**config.mk**
```make
export PLATFORM = sky130hd
export DESIGN_NAME = ram_port_arbiter_flat
export DESIGN_NICKNAME = d
export VERILOG_FILES = /design/src/rtl/ram_port_arbiter_if.sv /design/src/rtl/ram_port_arbiter.sv /design/src/flat_wrapper.sv
export SDC_FILE = /design/constraint.sdc
export NUM_CORES = 1
export LEC_CHECK = 0
export ABC_CLOCK_PERIOD_IN_PS = 6790
export CAP_MARGIN = 10
export CORE_MARGIN = 8
export CORE_UTILIZATION = 48
export DETAILED_ROUTE_END_ITERATION = 12
export PLACE_DENSITY = 0.85
export REMOVE_ABC_BUFFERS = 1
export SYNTH_ARGS = -nofsm -noshare
export SYNTH_HDL_FRONTEND = slang
export SYNTH_SLANG_ARGS = --single-unit
```
**constraint.sdc**
```tcl
create_clock -name clk_in -period 6.79 [get_ports clk_in]
set_clock_uncertainty 0.05 [all_clocks]
set_input_delay 0.679 -clock clk_in [delete_from_list [all_inputs] [get_ports clk_in]]
set_output_delay 0.679 -clock clk_in [all_outputs]
set_load 0.005 [all_outputs]
```
**src/rtl/ram_port_arbiter_if.sv**
```systemverilog
// Requester and RAM-side bus of the RAM port arbiter.
// master: the requesters and the RAM (drive requests and read data).
// slave:  the arbiter (serves requests and drives the RAM strobes).
interface ram_port_arbiter_if #(
   parameter int NPORT = 2
);
   logic [NPORT-1:0]      req_valid;
   logic [NPORT-1:0]      req_wr;
   logic [3*NPORT-1:0]    req_width;
   logic [32*NPORT-1:0]   req_addr;
   logic [32*NPORT-1:0]   req_wdata;
   logic [NPORT-1:0]      resp_done;
   logic [32*NPORT-1:0]   resp_rdata;
   logic [7:0]            ram_din;
   logic [7:0]            ram_dout;
   logic [31:0]           ram_a;
   logic                  ram_wr;

   modport master (
      output req_valid, req_wr, req_width, req_addr, req_wdata, ram_din,
      input  resp_done, resp_rdata, ram_dout, ram_a, ram_wr
   );

   modport slave (
      input  req_valid, req_wr, req_width, req_addr, req_wdata, ram_din,
      output resp_done, resp_rdata, ram_dout, ram_a, ram_wr
   );
endinterface

```
**src/rtl/ram_port_arbiter.sv**
```systemverilog
// Round-robin arbiter that serialises byte-wide RAM accesses for NPORT
// requesters. Multi-byte loads/stores are split into one byte per cycle;
// stores into the IO region (addr[17:16] == 2'b11) are throttled by the
// IO sink full flag and spaced IO_GAP idle cycles apart.
//
// state     | meaning
// ----------+----------------------------------------------------------
// ST_IDLE   | no operation; pick the next valid port round-robin
// ST_READ   | issuing read addresses / capturing bytes, k = byte index
// ST_WRITE  | issuing write byte k (IO bytes wait for sink not full)
// ST_IOWAIT | enforced idle gap after an IO-region byte write
module ram_port_arbiter #(
   parameter int               NPORT      = 2,
   parameter int               IO_GAP     = 3,
   parameter logic [NPORT-1:0] FLUSH_MASK = {NPORT{1'b1}}
) (
   input  logic clk_in,
   input  logic rst_in,
   input  logic flush_in,
   input  logic hci_if_full,
   output logic busy,
   ram_port_arbiter_if.slave bus
);

   localparam int PW = (NPORT > 1) ? $clog2(NPORT) : 1;
   localparam int CW = PW + 1;
   localparam int GW = (IO_GAP > 1) ? $clog2(IO_GAP) : 1;

   typedef enum logic [1:0] {
      ST_IDLE   = 2'd0,
      ST_READ   = 2'd1,
      ST_WRITE  = 2'd2,
      ST_IOWAIT = 2'd3
   } state_t;

   state_t          state_q;
   state_t          state_nxt;

   logic [2:0]      k_q;
   logic [2:0]      k_nxt;
   logic [GW-1:0]   gap_q;
   logic [GW-1:0]   gap_nxt;
   logic [PW-1:0]   rr_q;
   logic [PW-1:0]   gnt_q;
   logic [2:0]      width_q;
   logic [31:0]     addr_q;
   logic [31:0]     wdata_q;
   logic [31:0]     rbuf_q;
   logic [31:0]     rbuf_nxt;
   logic [31:0]     rdata_q [NPORT];

   logic [2:0]      width_arr [NPORT];
   logic [31:0]     addr_arr  [NPORT];
   logic [31:0]     wdata_arr [NPORT];

   logic            gnt_found;
   logic [PW-1:0]   gnt_idx;
   logic [CW-1:0]   cand;

   logic            grant;
   logic            done_set;
   logic            rdata_set;
   logic            cap_en;
   logic            width_ok;
   logic            is_io;
   logic            issue;
   logic            last;
   logic [4:0]      boff_r;
   logic [4:0]      boff_w;

   // Unpack the flat per-port request buses and pack the per-port load data.
   always_comb begin
      for (int i = 0; i < NPORT; i++) begin
         width_arr[i] = bus.req_width[3*i +: 3];
         addr_arr[i]  = bus.req_addr[32*i +: 32];
         wdata_arr[i] = bus.req_wdata[32*i +: 32];
         bus.resp_rdata[32*i +: 32] = rdata_q[i];
      end
   end

   // Round-robin search: first valid port at or above rr_q, wrapping at NPORT.
   always_comb begin
      gnt_found = 1'b0;
      gnt_idx   = '0;
      cand      = '0;
      for (int i = 0; i < NPORT; i++) begin
         cand = {1'b0, rr_q} + CW'(i);
         if (cand >= CW'(NPORT)) begin
            cand = cand - CW'(NPORT);
         end
         if (!gnt_found && bus.req_valid[cand[PW-1:0]]) begin
            gnt_found = 1'b1;
            gnt_idx   = cand[PW-1:0];
         end
      end
   end

   // Operation qualifiers derived from the latched request.
   always_comb begin
      width_ok = (width_q == 3'd1) || (width_q == 3'd2) || (width_q == 3'd4);
      is_io    = (addr_q[17:16] == 2'b11);
      last     = (k_q == (width_q - 3'd1));
      issue    = (state_q == ST_WRITE) && width_ok && (k_q < width_q) &&
                 (!is_io || !hci_if_full);
      boff_r   = {k_q[1:0] - 2'd1, 3'b000};
      boff_w   = {k_q[1:0], 3'b000};
   end

   // State register.
   always_ff @(posedge clk_in or posedge rst_in) begin
      if (rst_in) begin
         state_q <= ST_IDLE;
      end else begin
         state_q <= state_nxt;
      end
   end

   // Next-state logic and per-cycle control strobes.
   always_comb begin
      state_nxt = state_q;
      k_nxt     = k_q;
      gap_nxt   = gap_q;
      grant     = 1'b0;
      done_set  = 1'b0;
      rdata_set = 1'b0;
      cap_en    = 1'b0;
      unique case (state_q)
         ST_IDLE: begin
            if (!flush_in && gnt_found) begin
               grant     = 1'b1;
               k_nxt     = '0;
               state_nxt = bus.req_wr[gnt_idx] ? ST_WRITE : ST_READ;
            end
         end
         ST_READ: begin
            if (flush_in && FLUSH_MASK[gnt_q]) begin
               k_nxt     = '0;
               state_nxt = ST_IDLE;
            end else if (!width_ok) begin
               // rbuf was cleared at grant, so this loads zero
               done_set  = 1'b1;
               rdata_set = 1'b1;
               state_nxt = ST_IDLE;
            end else begin
               cap_en = (k_q != 3'd0);
               if (k_q == width_q) begin
                  done_set  = 1'b1;
                  rdata_set = 1'b1;
                  k_nxt     = '0;
                  state_nxt = ST_IDLE;
               end else begin
                  k_nxt = k_q + 3'd1;
               end
            end
         end
         ST_WRITE: begin
            if (!width_ok) begin
               done_set  = 1'b1;
               rdata_set = 1'b1;
               state_nxt = ST_IDLE;
            end else if (issue) begin
               k_nxt = k_q + 3'd1;
               if (is_io && (IO_GAP > 0)) begin
                  // the gap also follows the last IO byte, so back-to-back
                  // IO stores from different requests stay spaced
                  gap_nxt   = GW'(IO_GAP - 1);
                  state_nxt = ST_IOWAIT;
               end else if (last) begin
                  done_set  = 1'b1;
                  k_nxt     = '0;
                  state_nxt = ST_IDLE;
               end
            end
         end
         ST_IOWAIT: begin
            if (gap_q == '0) begin
               if (k_q == width_q) begin
                  done_set  = 1'b1;
                  k_nxt     = '0;
                  state_nxt = ST_IDLE;
               end else begin
                  state_nxt = ST_WRITE;
               end
            end else begin
               gap_nxt = gap_q - GW'(1);
            end
         end
      endcase
   end

   // Load assembly: byte k-1 arrives on ram_din while k is presented.
   always_comb begin
      rbuf_nxt = rbuf_q;
      if (cap_en) begin
         rbuf_nxt[boff_r +: 8] = bus.ram_din;
      end
   end

   // Datapath: request latch, byte counter, gap timer, round-robin pointer, responses.
   always_ff @(posedge clk_in or posedge rst_in) begin
      if (rst_in) begin
         k_q           <= '0;
         gap_q         <= '0;
         rr_q          <= '0;
         gnt_q         <= '0;
         width_q       <= '0;
         addr_q        <= '0;
         wdata_q       <= '0;
         rbuf_q        <= '0;
         bus.resp_done <= '0;
         for (int i = 0; i < NPORT; i++) begin
            rdata_q[i] <= '0;
         end
      end else begin
         k_q           <= k_nxt;
         gap_q         <= gap_nxt;
         bus.resp_done <= '0;
         if (grant) begin
            gnt_q   <= gnt_idx;
            rr_q    <= (gnt_idx == PW'(NPORT - 1)) ? '0 : gnt_idx + PW'(1);
            width_q <= width_arr[gnt_idx];
            addr_q  <= addr_arr[gnt_idx];
            wdata_q <= wdata_arr[gnt_idx];
            rbuf_q  <= '0;
         end else begin
            rbuf_q <= rbuf_nxt;
         end
         if (done_set) begin
            bus.resp_done[gnt_q] <= 1'b1;
         end
         if (rdata_set) begin
            rdata_q[gnt_q] <= rbuf_nxt;
         end
      end
   end

   // RAM strobes; write enable is also gated by reset so it drops without a clock.
   always_comb begin
      bus.ram_a    = '0;
      bus.ram_wr   = 1'b0;
      bus.ram_dout = '0;
      if ((state_q == ST_READ) && width_ok && (k_q < width_q)) begin
         bus.ram_a = addr_q + 32'(k_q);
      end
      if (issue && !rst_in) begin
         bus.ram_wr   = 1'b1;
         bus.ram_a    = addr_q + 32'(k_q);
         bus.ram_dout = wdata_q[boff_w +: 8];
      end
   end

   assign busy = (state_q != ST_IDLE);

endmodule

```
**src/flat_wrapper.sv**
```systemverilog
// flat-port wrapper written by rule: the top's interface ports become plain ports
module ram_port_arbiter_flat 
#(
   parameter int               NPORT      = 2,
   parameter int               IO_GAP     = 3,
   parameter logic [NPORT-1:0] FLUSH_MASK = {NPORT{1'b1}}
)
  (clk_in, rst_in, flush_in, hci_if_full, busy, bus_req_valid, bus_req_wr, bus_req_width, bus_req_addr, bus_req_wdata, bus_ram_din, bus_resp_done, bus_resp_rdata, bus_ram_dout, bus_ram_a, bus_ram_wr);
  ram_port_arbiter_if #(.NPORT(NPORT)) bus_i ();
  input  logic clk_in;
  input  logic rst_in;
  input  logic flush_in;
  input  logic hci_if_full;
  output logic busy;
  input wire logic [$bits(bus_i.req_valid)-1:0] bus_req_valid;
  input wire logic [$bits(bus_i.req_wr)-1:0] bus_req_wr;
  input wire logic [$bits(bus_i.req_width)-1:0] bus_req_width;
  input wire logic [$bits(bus_i.req_addr)-1:0] bus_req_addr;
  input wire logic [$bits(bus_i.req_wdata)-1:0] bus_req_wdata;
  input wire logic [$bits(bus_i.ram_din)-1:0] bus_ram_din;
  output wire logic [$bits(bus_i.resp_done)-1:0] bus_resp_done;
  output wire logic [$bits(bus_i.resp_rdata)-1:0] bus_resp_rdata;
  output wire logic [$bits(bus_i.ram_dout)-1:0] bus_ram_dout;
  output wire logic [$bits(bus_i.ram_a)-1:0] bus_ram_a;
  output wire logic [$bits(bus_i.ram_wr)-1:0] bus_ram_wr;
  assign bus_i.req_valid = bus_req_valid;
  assign bus_i.req_wr = bus_req_wr;
  assign bus_i.req_width = bus_req_width;
  assign bus_i.req_addr = bus_req_addr;
  assign bus_i.req_wdata = bus_req_wdata;
  assign bus_i.ram_din = bus_ram_din;
  assign bus_resp_done = bus_i.resp_done;
  assign bus_resp_rdata = bus_i.resp_rdata;
  assign bus_ram_dout = bus_i.ram_dout;
  assign bus_ram_a = bus_i.ram_a;
  assign bus_ram_wr = bus_i.ram_wr;
  ram_port_arbiter #(.NPORT(NPORT), .IO_GAP(IO_GAP), .FLUSH_MASK(FLUSH_MASK)) u_core (.clk_in(clk_in), .rst_in(rst_in), .flush_in(flush_in), .hci_if_full(hci_if_full), .busy(busy), .bus(bus_i));
endmodule
```
==> flow_summary.toml <==
[critical_path]
worst_ep_arrival_time_ns = 4.09
cpLargestDelayFamily = "flip-flops"
slowest_stage = "dfrtp_1"
startpoint = "u_core.k_q[0]"
reg2reg_depth = 7
ff2ff_setup_slack_ns = 3.59
worst_r2r_endpoint = "u_core.bus.resp_rdata[27]"
r2r-start = "u_core.k_q[0]"
cp_cell_sequence = "ha_1 -> inv_1 -> fa_1 -> nor2b_1 -> o2111ai_1 -> nor4b_1 -> xnor2_1 -> nor2_1 -> clkdlybuf4s50_1"
cp-endpoint = "bus_ram_a[28]"
worst-path-buf-inv = 2
crit_path_max_incr_delay_ns = 0.91
critPathLaunchType = "flop"
cp.depth = 9
required_ns = 6.06
end_kind = "output pin"
crit_type = "flop to output pin"
cp_max_fo = 19

[clock_tree]
clk_latency_ns = 0.43
post-cts-setup-buffers = 0
clk_pin_slew_ns = 0.07
numCtsBuffers = 17
cts_tree = "yes"
cts_resized = 0
cts.sinks = 174
htreeDepth = 4
clock_path_buffers = 2
cts.hold.buffers_added = 0
cts_root_buf = "clkbuf_16"

[power]
power.internal_w = 0.00234
seq_power_share = 0.392
irDropWorstVdd_mv = 0.180
power_density_nw_per_um2 = 304
p_switching_w = 0.00139
clkPwrFrac = 0.256
p_comb_frac = 0.352
leakagePower_nw = 5.61
netSwitchingFraction = 0.373

[yosys]
synth_most_common_cell = "dfrtp_1"
ys_ff_latch = 174
synth_common_cells = "dfrtp_1 (174), nand2_1 (150), o21ai_0 (131)"
ys.flop_type = "dfrtp_1"
synth_top_cell_by_area = "dfrtp_1"
ys_seq_area_frac = 0.485
yosys-top-cells-area = "dfrtp_1 (49%), mux2i_1 (11%), o21ai_0 (7.3%)"
synth-edff-count = 0
ys_warn_count = 0
synthCells = 921
netlist.area_leader.share = 0.485
synthesis.area_um2 = 8970
synth_cell_type_count = 56
async_flop_share = 1.00
syn_area_per_cell_um2 = 9.74

[route]
drt_iter0_markers = 332
dr.pass1.iters = 4
post_drt_wl_per_cell_um = 17.7
drtAntennaViolNets = 0
vias_per_cell = 5.38
num_vias = 7553
drt-total-wl_mm = 24.9
route.detailed.drc = 0

[placement]
place_inst = 1372
portBuffers = 257
place_ws_ns = 2.39
hpwl_mm = 18.8
routabilityCongestion = 0.892

[timing]
hold_viol_final = 0
timing.fmax_mhz = 208
fin_crit_ns = 4.82
layout_setup_ws_ns = 1.97
fin_setup_tns_ns = 0
relSlewSlack = 0.264
setup_viol = 0
finalCritPeriodShare = 0.709
drv_slew = 0
rsz0062_at_grt = "no"
tightest_slew_ns = 1.10

[finish]
antenna_cells = 0
synthToLayoutAreaGrowth_pct = 37.1
final_nets = 1330
final_layout_size_suffix_gt1_frac = 0.0573
layout.cells.non_filler = 1404

[global_route]
grt_antenna_before_repair = 0
grt_usage = 0.215
grt_pass1_wl_mm = 40.8
grt_max_degree = 137
grt.overflow.total = 0
grt_pass1_vias = 7938

[status]
status = "finished clean"

[die]
ios = 258
die_x_um = 153
die_h_um = 153
initial_utilization = 0.485
coreArea_um2 = 18500
rows = 50
die_area_um2 = 23300

[job]
drv_cap = 0

[hold_path]
min_path_type = "flop to flop"
hold_path_depth = 2
worst register-to-register path: stages, from the launching register on:
cell	delay [ns]
dfrtp_1	0.91
inv_1	0.24
ha_1	0.39
and3_1	0.21
o311a_4	0.34
o21bai_4	0.14
buf_4	0.49
o21ai_0	0.28
registers in the layout, summed over array words and instances (netlist names):
| name | cells |
|---|---|
| u_core.bus.resp_rdata | 64 |
| u_core.gnt_q | 1 |
| u_core.rr_q | 1 |
| u_core.addr_q | 32 |
| u_core.width_q | 3 |
| u_core.wdata_q | 32 |
| u_core.state_q | 2 |
| u_core.rbuf_q | 32 |
| u_core.bus.resp_done | 2 |
| u_core.gap_q | 2 |
| u_core.k_q | 3 |
cell usage in the layout (no fill, tap or decap), types with 8 or more instances in the layout:
cell             Yosys  final
ha_1                22     22
o21ai_0            131    131
nand3_1             12     12
nor2_1              71     70
clkdlybuf4s50_1      0    257
mux4_2               8      8
o21ai_1             10      9
nor3_1               9      9
xnor2_1             10     10
xor2_1              15     15
a31oi_1              9      9
and2_1              28     28
nor2b_1             20     20
a21oi_1             13     13
dfrtp_1            174    174
nand2_1            150    150
mux2i_1             95     95
clkbuf_16            0     17
nand4_1             11     11
and3_1              10     10
inv_1               22     21
logic make-up after synthesis:
family / after synthesis / share of synthesized area
buf+inv: 69 / 0.0314
fa+ha+maj: 23 / 0.0329
mux: 104 / 0.127
xor+xnor: 26 / 0.0269
compound gates: 185 / 0.118
flops: 174 / 0.485
simple gates: 340 / 0.178
cell type report:
type | instances | area (um2)
clock inverters | 15 | 166
inverters | 22 | 87.6
well taps | 234 | 293
fillers | 1457 | 6210
clock buffers | 17 | 425
repair buffers | 264 | 2630
flip-flops and latches | 174 | 4350
multi-input cells | 678 | 4350
metrics by stage:
step / hold slack (ns) / instance area, um2 / total power, W / utilization
global placement: 0.406 / 11700 / 0.00275 / 0.633
detailed placement: 0.420 / 11700 / 0.00280 / 0.633
CTS: 0.435 / 12300 / 0.00376 / 0.664
global route: 0.455 / 12300 / 0.00398 / 0.664
finish: 0.429 / 12300 / 0.00374 / 0.664
floorplan: 0.395 / 8770 / 0.00229 / -
power groups by stage:
stage / Sequential (W) / Clock (W) / Combinational [W]
CTS: 0.00146 / 0.000973 / 0.00132
floorplan: 0.00141 / 0 / 0.000882
finish: 0.00146 / 0.000956 / 0.00132
global route: 0.00150 / 0.00102 / 0.00147
detailed placement: 0.00148 / 0 / 0.00132
global placement: 0.00146 / 0 / 0.00128
layer usage:
metal / track usage / wire, um / vias to the layer above
met2: 0.360 / 12000 / 289
met3: 0.0664 / 1880 / 28
met4: 0.0688 / 426 / 0
met5: 0 / 0 / -
li1: - / - / 3651
met1: 0.260 / 10500 / 3585
worst min path at each step:
stage	from	end
floorplan	u_core.wdata_q[16]	u_core.wdata_q[16]
global placement	u_core.wdata_q[30]	u_core.wdata_q[30]
detailed placement	u_core.wdata_q[29]	u_core.wdata_q[29]
CTS	u_core.wdata_q[29]	u_core.wdata_q[29]
global route	u_core.wdata_q[18]	u_core.wdata_q[18]
finish	u_core.wdata_q[29]	u_core.wdata_q[29]
Power figures use the tool's default switching activity.
